## src/rtl/dmem_rmw_ctrl.sv

```systemverilog
// dmem_rmw_ctrl
// Load/store controller for the 4K x 32 single-port data BSRAM (bypass read,
// write-through write, no byte enables). Sub-word stores use read-modify-write.
//
// Ports
//   clk, reset        : clock, synchronous active-high reset
//   req_*             : LSU request (valid/ready, we, byte addr, wstrb, wdata)
//   rsp_*             : response (valid/ready, rdata = load data or merged word)
//   ram_ce/oce/wre    : RAM control pins
//   ram_reset         : RAM reset pin (follows reset)
//   ram_ad/din/dout   : RAM word address, write data, read data
//
// Build option
//   DMEM_CTRL_RDBYPASS_EN : load data is presented combinationally from ram_dout
//                           in RD_WAIT, cutting load latency by one cycle.
//
// state   | meaning
// --------+-------------------------------------------------------------
// IDLE    | ready for a request; RAM pins follow the incoming request
// RD_WAIT | load read issued, ram_dout valid this cycle
// MERGE   | sub-word store: merge old word with lanes, write it back
// RSP     | response held until rsp_ready

module dmem_rmw_ctrl #(
    parameter int ADDR_W = 14
) (
    input  logic              clk,
    input  logic              reset,
    input  logic              req_valid,
    output logic              req_ready,
    input  logic              req_we,
    input  logic [ADDR_W-1:0] req_addr,
    input  logic [3:0]        req_wstrb,
    input  logic [31:0]       req_wdata,
    output logic              rsp_valid,
    input  logic              rsp_ready,
    output logic [31:0]       rsp_rdata,
    output logic              ram_ce,
    output logic              ram_oce,
    output logic              ram_wre,
    output logic              ram_reset,
    output logic [ADDR_W-3:0] ram_ad,
    output logic [31:0]       ram_din,
    input  logic [31:0]       ram_dout
);

    typedef enum logic [1:0] {
        IDLE    = 2'd0,
        RD_WAIT = 2'd1,
        MERGE   = 2'd2,
        RSP     = 2'd3
    } state_t;

    state_t            state;
    logic [ADDR_W-3:0] ad_q;
    logic [3:0]        wstrb_q;
    logic [31:0]       wdata_q;
    logic [31:0]       rdata_q;
    logic              valid_q;
    logic [31:0]       merged;
    logic              accept;

    // Byte-offset bits carry no meaning for a word-wide RAM.
    logic              unused_addr_lsb;
    assign unused_addr_lsb = ^req_addr[1:0];

    assign req_ready = (state == IDLE) && !reset;
    assign accept    = req_valid && req_ready;
    assign ram_oce   = 1'b1;
    assign ram_reset = reset;

    always_comb begin
        merged = ram_dout;
        for (int i = 0; i < 4; i++) begin
            if (wstrb_q[i]) begin
                merged[8*i +: 8] = wdata_q[8*i +: 8];
            end
        end
    end

    // RAM pins are combinational so the access lands in the accept cycle.
    // Reset gates everything, which is what drops an interrupted MERGE write.
    always_comb begin
        ram_ce  = 1'b0;
        ram_wre = 1'b0;
        ram_ad  = '0;
        ram_din = '0;
        if (!reset) begin
            if (accept) begin
                if (!(req_we && (req_wstrb == 4'h0))) begin
                    ram_ce = 1'b1;
                    ram_ad = req_addr[ADDR_W-1:2];
                    if (req_we && (req_wstrb == 4'hF)) begin
                        ram_wre = 1'b1;
                        ram_din = req_wdata;
                    end
                end
            end else if (state == MERGE) begin
                ram_ce  = 1'b1;
                ram_wre = 1'b1;
                ram_ad  = ad_q;
                ram_din = merged;
            end
        end
    end

    always_ff @(posedge clk) begin
        if (reset) begin
            state   <= IDLE;
            valid_q <= 1'b0;
            rdata_q <= '0;
            ad_q    <= '0;
            wstrb_q <= '0;
            wdata_q <= '0;
        end else begin
            case (state)
                IDLE: begin
                    if (accept) begin
                        ad_q    <= req_addr[ADDR_W-1:2];
                        wstrb_q <= req_wstrb;
                        wdata_q <= req_wdata;
                        if (!req_we) begin
                            state <= RD_WAIT;
                        end else if (req_wstrb == 4'hF) begin
                            rdata_q <= req_wdata;
                            valid_q <= 1'b1;
                            state   <= RSP;
                        end else if (req_wstrb == 4'h0) begin
                            rdata_q <= '0;
                            valid_q <= 1'b1;
                            state   <= RSP;
                        end else begin
                            state <= MERGE;
                        end
                    end
                end
                RD_WAIT: begin
                    rdata_q <= ram_dout;
`ifdef DMEM_CTRL_RDBYPASS_EN
                    if (rsp_ready) begin
                        state <= IDLE;
                    end else begin
                        valid_q <= 1'b1;
                        state   <= RSP;
                    end
`else
                    valid_q <= 1'b1;
                    state   <= RSP;
`endif
                end
                MERGE: begin
                    rdata_q <= merged;
                    valid_q <= 1'b1;
                    state   <= RSP;
                end
                RSP: begin
                    if (rsp_ready) begin
                        valid_q <= 1'b0;
                        state   <= IDLE;
                    end
                end
                default: state <= IDLE;
            endcase
        end
    end

`ifdef DMEM_CTRL_RDBYPASS_EN
    logic bypass_now;
    assign bypass_now = !reset && (state == RD_WAIT);
    assign rsp_valid  = valid_q || bypass_now;
    assign rsp_rdata  = bypass_now ? ram_dout : rdata_q;
`else
    assign rsp_valid  = valid_q;
    assign rsp_rdata  = rdata_q;
`endif

endmodule

```

## config.mk

```make
export PLATFORM = sky130hd
export DESIGN_NAME = dmem_rmw_ctrl
export DESIGN_NICKNAME = d
export VERILOG_FILES = /design/src/rtl/dmem_rmw_ctrl.sv
export SDC_FILE = /design/constraint.sdc
export NUM_CORES = 1
export LEC_CHECK = 0
export ABC_AREA = 1
export CAP_MARGIN = 15
export CELL_PAD_IN_SITES_DETAIL_PLACEMENT = 0
export CELL_PAD_IN_SITES_GLOBAL_PLACEMENT = 1
export CORE_AREA = 2 2 114 143
export DETAILED_ROUTE_END_ITERATION = 10
export DIE_AREA = 0 0 116 145
export PLACE_DENSITY = 0.95
export SYNTH_ARGS = -nofsm -noshare
export SYNTH_HDL_FRONTEND = slang
export SYNTH_SLANG_ARGS = --single-unit
```

## constraint.sdc

```tcl
create_clock -name clk -period 4.12 [get_ports clk]
set_input_delay 0.824 -clock clk [delete_from_list [all_inputs] [get_ports clk]]
set_output_delay 0.824 -clock clk [all_outputs]
set_load 0.02 [all_outputs]
```

== Word-level counts from Yosys, hierarchy flattened ==
Cells that the tools add are included.
Cells by class
  $add $sub $neg: 0
  $mul: 0
  div/mod/pow operators: 0
  order comparisons: 0
  equality and inequality tests: 8
  shifts and indexed selects: 0
  multiplexer cells: 38
  bitwise operators: 0
  reductions and logical operators: 13
Operators by type and width (number)
  32-bit 2-to-1 mux: 9
  32-bit case mux with 3 select lines: 1
  12-bit 2-to-1 mux: 4
  8-bit 2-to-1 mux: 4
  1-bit 2-to-1 mux: 15
  4-bit AND reduction: 2
  2-bit 2-to-1 mux: 3
  2-bit != test (second input constant): 3
  2-bit case mux with 3 select lines: 1
  2-bit == test (second input constant): 2
  4-bit == test (second input constant): 1
  1-bit logical AND: 4
  4-bit zero test: 1
  2-bit AND reduction: 2
  3-bit by 1-bit != test with 1-bit output (second input constant): 1
  1-bit case mux with 3 select lines: 1
  3-bit nonzero test: 1
  2-bit by 1-bit == test with 1-bit output (second input constant): 1
  2-bit zero test: 1
  2-bit OR reduction: 1
  1-bit zero test: 1
Word-level totals
  bits in registers: 83
  bits in latches: 0
  bits in writable memories: 0
  memory bits (read-only): 0
  bits of input ports: 87
  output and inout port bits: 82
  word-level logic and storage cells: 65
  memories kept: 0

== Logic depth before layout (Yosys ltp) ==
  depth after elaboration: 6
  gate-level depth with buffers: 12
  mapped depth without buffers: 10

== Worst setup path before layout ==
Ideal clock, no wire load.
  path kind: input-to-output
  start: in reset
  end: out ram_din[14]
  data arrival time: 2.014 ns
  required time: 3.296 ns
  path slack: 1.282 ns
  stages on the path: 5
  path buffers: 2
  cells stage by stage: inv_2 > buf_2 > nand3_2 > buf_1 > o32ai_1
On the way
  word-level cells in the longest chain between the ends: 5
Ends and longest elaborated chain
  start: declaration: RTL line 28  | input logic reset,
  1-bit zero test
  1-bit logical AND: RTL line 67  | assign req_ready = (state == IDLE) && !reset;
  1-bit logical AND: RTL line 68  | assign accept = req_valid && req_ready;
  32-bit 2-to-1 mux: RTL line 89  | if (accept) begin
  32-bit 2-to-1 mux (*): RTL line 88  | if (!reset) begin
  end: declaration: RTL line 43  | output logic [31:0] ram_din,
Mark *: on every way between the ends. The rest lies on a longest branch, timed or not.

== Worst setup path after layout ==
  start: in req_we
  end: out ram_ad[9]
On the way
  word-level cells in the longest chain between the ends: 4
Ends and longest elaborated chain
  start: declaration: RTL line 31  | input logic req_we,
  1-bit logical AND: RTL line 90  | if (!(req_we && (req_wstrb == 4'h0))) begin
  12-bit 2-to-1 mux: RTL line 90
  12-bit 2-to-1 mux: RTL line 89
  12-bit 2-to-1 mux: RTL line 88
  end: declaration: RTL line 42  | output logic [ADDR_W-3:0] ram_ad,
No other way between the ends.

==> metrics.md <==
| Metric | Value |
|---|---|
| Clock-pin slew on the worst setup and hold paths | 0.06 ns |
| Root Driver | clkbuf_16 |
| Multi-input logic area | 2540 sq um |
| Clk buf depth | 2 |
| First-pass GRT wire length | 25600 um |
| Synthesized area | 4990 sq um |
| Hold wc startpoint | rsp_valid |
| Most frequent cells in the layout | nand2_1, clkdlybuf4s50_1, nor2_1 |
| Hold_buf cts | 0 |
| Final max-slew violation count | 0 |
| GR Overflow Total | 0 |
| WL final | 16000 um |
| Part of the power in combinational logic | 0.579 |
| Io pins | 169 |
| Sequential Power Share | 0.260 |
| WHS Path Cells | 2 |
| Share of layout cells above drive strength 1 | 0.0452 |
| Post-layout instance area | 7050 sq um |
| Cell Rows | 51 |
| CTS buffer count | 9 |
| Post-synthesis cell count | 810 |
| Final GP Congestion | 0.846 |
| Total power draw | 4.38 mW |
| Worst Hold Path EP | rsp_valid |
| WS Path Type | input port to output port |
| Commonest non-fill, non-tap cell in the layout | nand2_1 |
| Clock power share | 0.161 |
| DPL Wire Length | 11300 um |
| Least-Margin Pin Slew | 1.04 ns |
| Max_cap viols | 0 |
| DR pass1 iterations | 5 |
| N_diodes | 0 |
| Area Overhead vs Synth | 41.3% |
| Max FO, Critical Path | 13 |
| Vias per std cell | 4.61 |
| Final hold vios | 0 |
| CTS tree | done |
| Crit share post-route | 0.944 |
| H-tree levels | 3 |
| WL/cell | 13.7 um |
| Fillers | 1678 |
| Detail Route Antenna Nets | 0 |
| Static leakage power | 3.25 nW |
| Clock Skew | 0.00454 ns |
| Seq cells post-synth | 83 |
| Setup TNS | 0 ns |
| Die area | 16800 sq um |
| Storage cell area | 1660 sq um |
| Flop2flop setup slack | 1.82 ns |
| Finish-stage setup viols | 0 |
| Clock Latency Late Sink | 0.34 ns |
| Worst Reg-to-Reg Cells | 8 |
| Psw | 1.97 mW |
| HP Class | flop to flop |
| Internal | 2.41 mW |
| Fmax | 257 MHz |
| Pin count of the biggest net entering global routing | 66 |
| Area contributors post-synth | dfxtp_1, nand2_1, nor2_1, inv_1, o32ai_1 |
| Peak supply drop | 0.000345 V |
| Seq/Total Area, Yosys | 0.333 |
| Yosys warns | 0 |
| Area leader, netlist | dfxtp_1 |
| Number of global-route vias before repair | 5081 |
| Syn nets | 902 |
| Initial antenna violation count | 0 |
| Pwr/cell area | 622 nW/um^2 |
| Port-buffer cells | 165 |
| Sw Ratio | 0.450 |
| Max_slew headroom | 0.303 |
| Status | completed |
| GRT Overall Usage | 0.193 |
| Drt drc | 0 |
| Vias | 5356 |
| Crit start category | input port |
| R2r endpoint | rsp_rdata[4] |
| Layout Nets | 1042 |
| Post-cts sizing count | 0 |
| FF-to-FF Start | state[0] |
| Mean Syn Cell Area | 6.16 sq um |
| Post-CTS setup buffer count | 0 |
| First DRT Iteration DRCs | 307 |
| Top cell type's share of synthesized area | 0.333 |
| Clk sinks | 83 |
| Crit end category | output port |
| Die height | 145 um |
| Core ar. | 15400 sq um |
| Critical Path AT | 3.06 ns |
| Synth cell types | 28 |
| Final core utilization | 0.457 |
| Area of placed instances | 6810 sq um |
| Crit path required time | 3.30 ns |
| RSZ-0062 raised after global routing | false |
| Starting Density | 0.323 |
| Die Width | 116 um |
| Final period demand of the worst path | 3.89 ns |
## synthesized netlist by cell type
cell,n
nor2_1,145
buf_2,20
o21a_1,1
nand3_1,17
o32ai_1,32
nor2_4,2
buf_6,2
buf_4,8
nand2_2,1
inv_2,3
nand2_4,1
inv_1,135
nand3_2,1
clkbuf_1,22
mux2i_1,12
or2_2,1
o21ai_1,2
o21ai_0,33
nand3_4,1
a31oi_1,1
o22ai_1,32
conb_1,1
buf_1,4
nand2_1,205
dfxtp_1,83
a21oi_1,39
a21oi_2,1
ha_1,5
## flip-flops by register name, summed over array words and instances (netlist names)
register   count
state          2
wstrb_q        4
wdata_q       32
rsp_valid      1
rsp_rdata     32
ad_q          12
## critical path: stages
cell and delay, ns:
clkdlybuf4s50_1 0.60, nand3_1 0.18, o21ai_1 0.76, nor2_1 0.12
clkdlybuf4s50_1 0.57
## cell families (layout without fill, tap and decap cells)
| logic type | Yosys count | after routing | share of synthesized area |
|---|---|---|---|
| DFF | 83 | 83 | 0.333 |
| buffers and inverters | 194 | 335 | 0.160 |
| and+or+nand+nor | 374 | 374 | 0.295 |
| other | 1 | 1 | 0.000751 |
| muxes | 12 | 12 | 0.0241 |
| adders and majority gates | 5 | 5 | 0.0125 |
| AOI/OAI and AO/OA | 141 | 141 | 0.175 |
## stage by stage
step	cells	hold slack (ns)	setup WS, ns
finish	1163	0.457	0.232
global route	1163	0.480	0.00505
CTS	1163	0.460	0.213
detailed placement	1151	0.451	0.218
global placement	1151	0.451	0.285
floorplan	810	0.447	1.28
## worst max-delay path by stage
stage,from,end,slack (ns)
finish,req_we,ram_ad[9],0.23
global route,req_wstrb[2],ram_ad[11],0.005
CTS,req_we,ram_ad[6],0.21
detailed placement,req_we,ram_ad[6],0.22
global placement,req_we,ram_ad[8],0.29
floorplan,reset,ram_din[14],1.28
## routing by layer
| layer | vias to the layer above | routed length, um | global-route usage |
|---|---|---|---|
| li1 | 2807 | - | - |
| met1 | 2357 | 7390 | 0.257 |
| met2 | 168 | 7130 | 0.299 |
| met3 | 24 | 1080 | 0.0439 |
| met4 | 0 | 381 | 0.0768 |
| met5 | - | 0 | 0 |
## power groups by stage
stage,combinational (mW),clock [mW],sequential (mW)
floorplan,1.63,0,1.26
global placement,2.52,0,1.15
detailed placement,2.53,0,1.16
CTS,2.55,0.727,1.14
global route,2.87,0.758,1.16
finish,2.54,0.708,1.14
## area by class of cell
type,instances,share of cell area
flip-flops and latches,83,0.236
multi-input cells,533,0.361
repair buffers,185,0.259
well taps,212,0.0376
clock inverters,1,0.000710
inverters,138,0.0735
clock buffers,11,0.0330
Note: power is estimated with default switching activity, not from simulation.
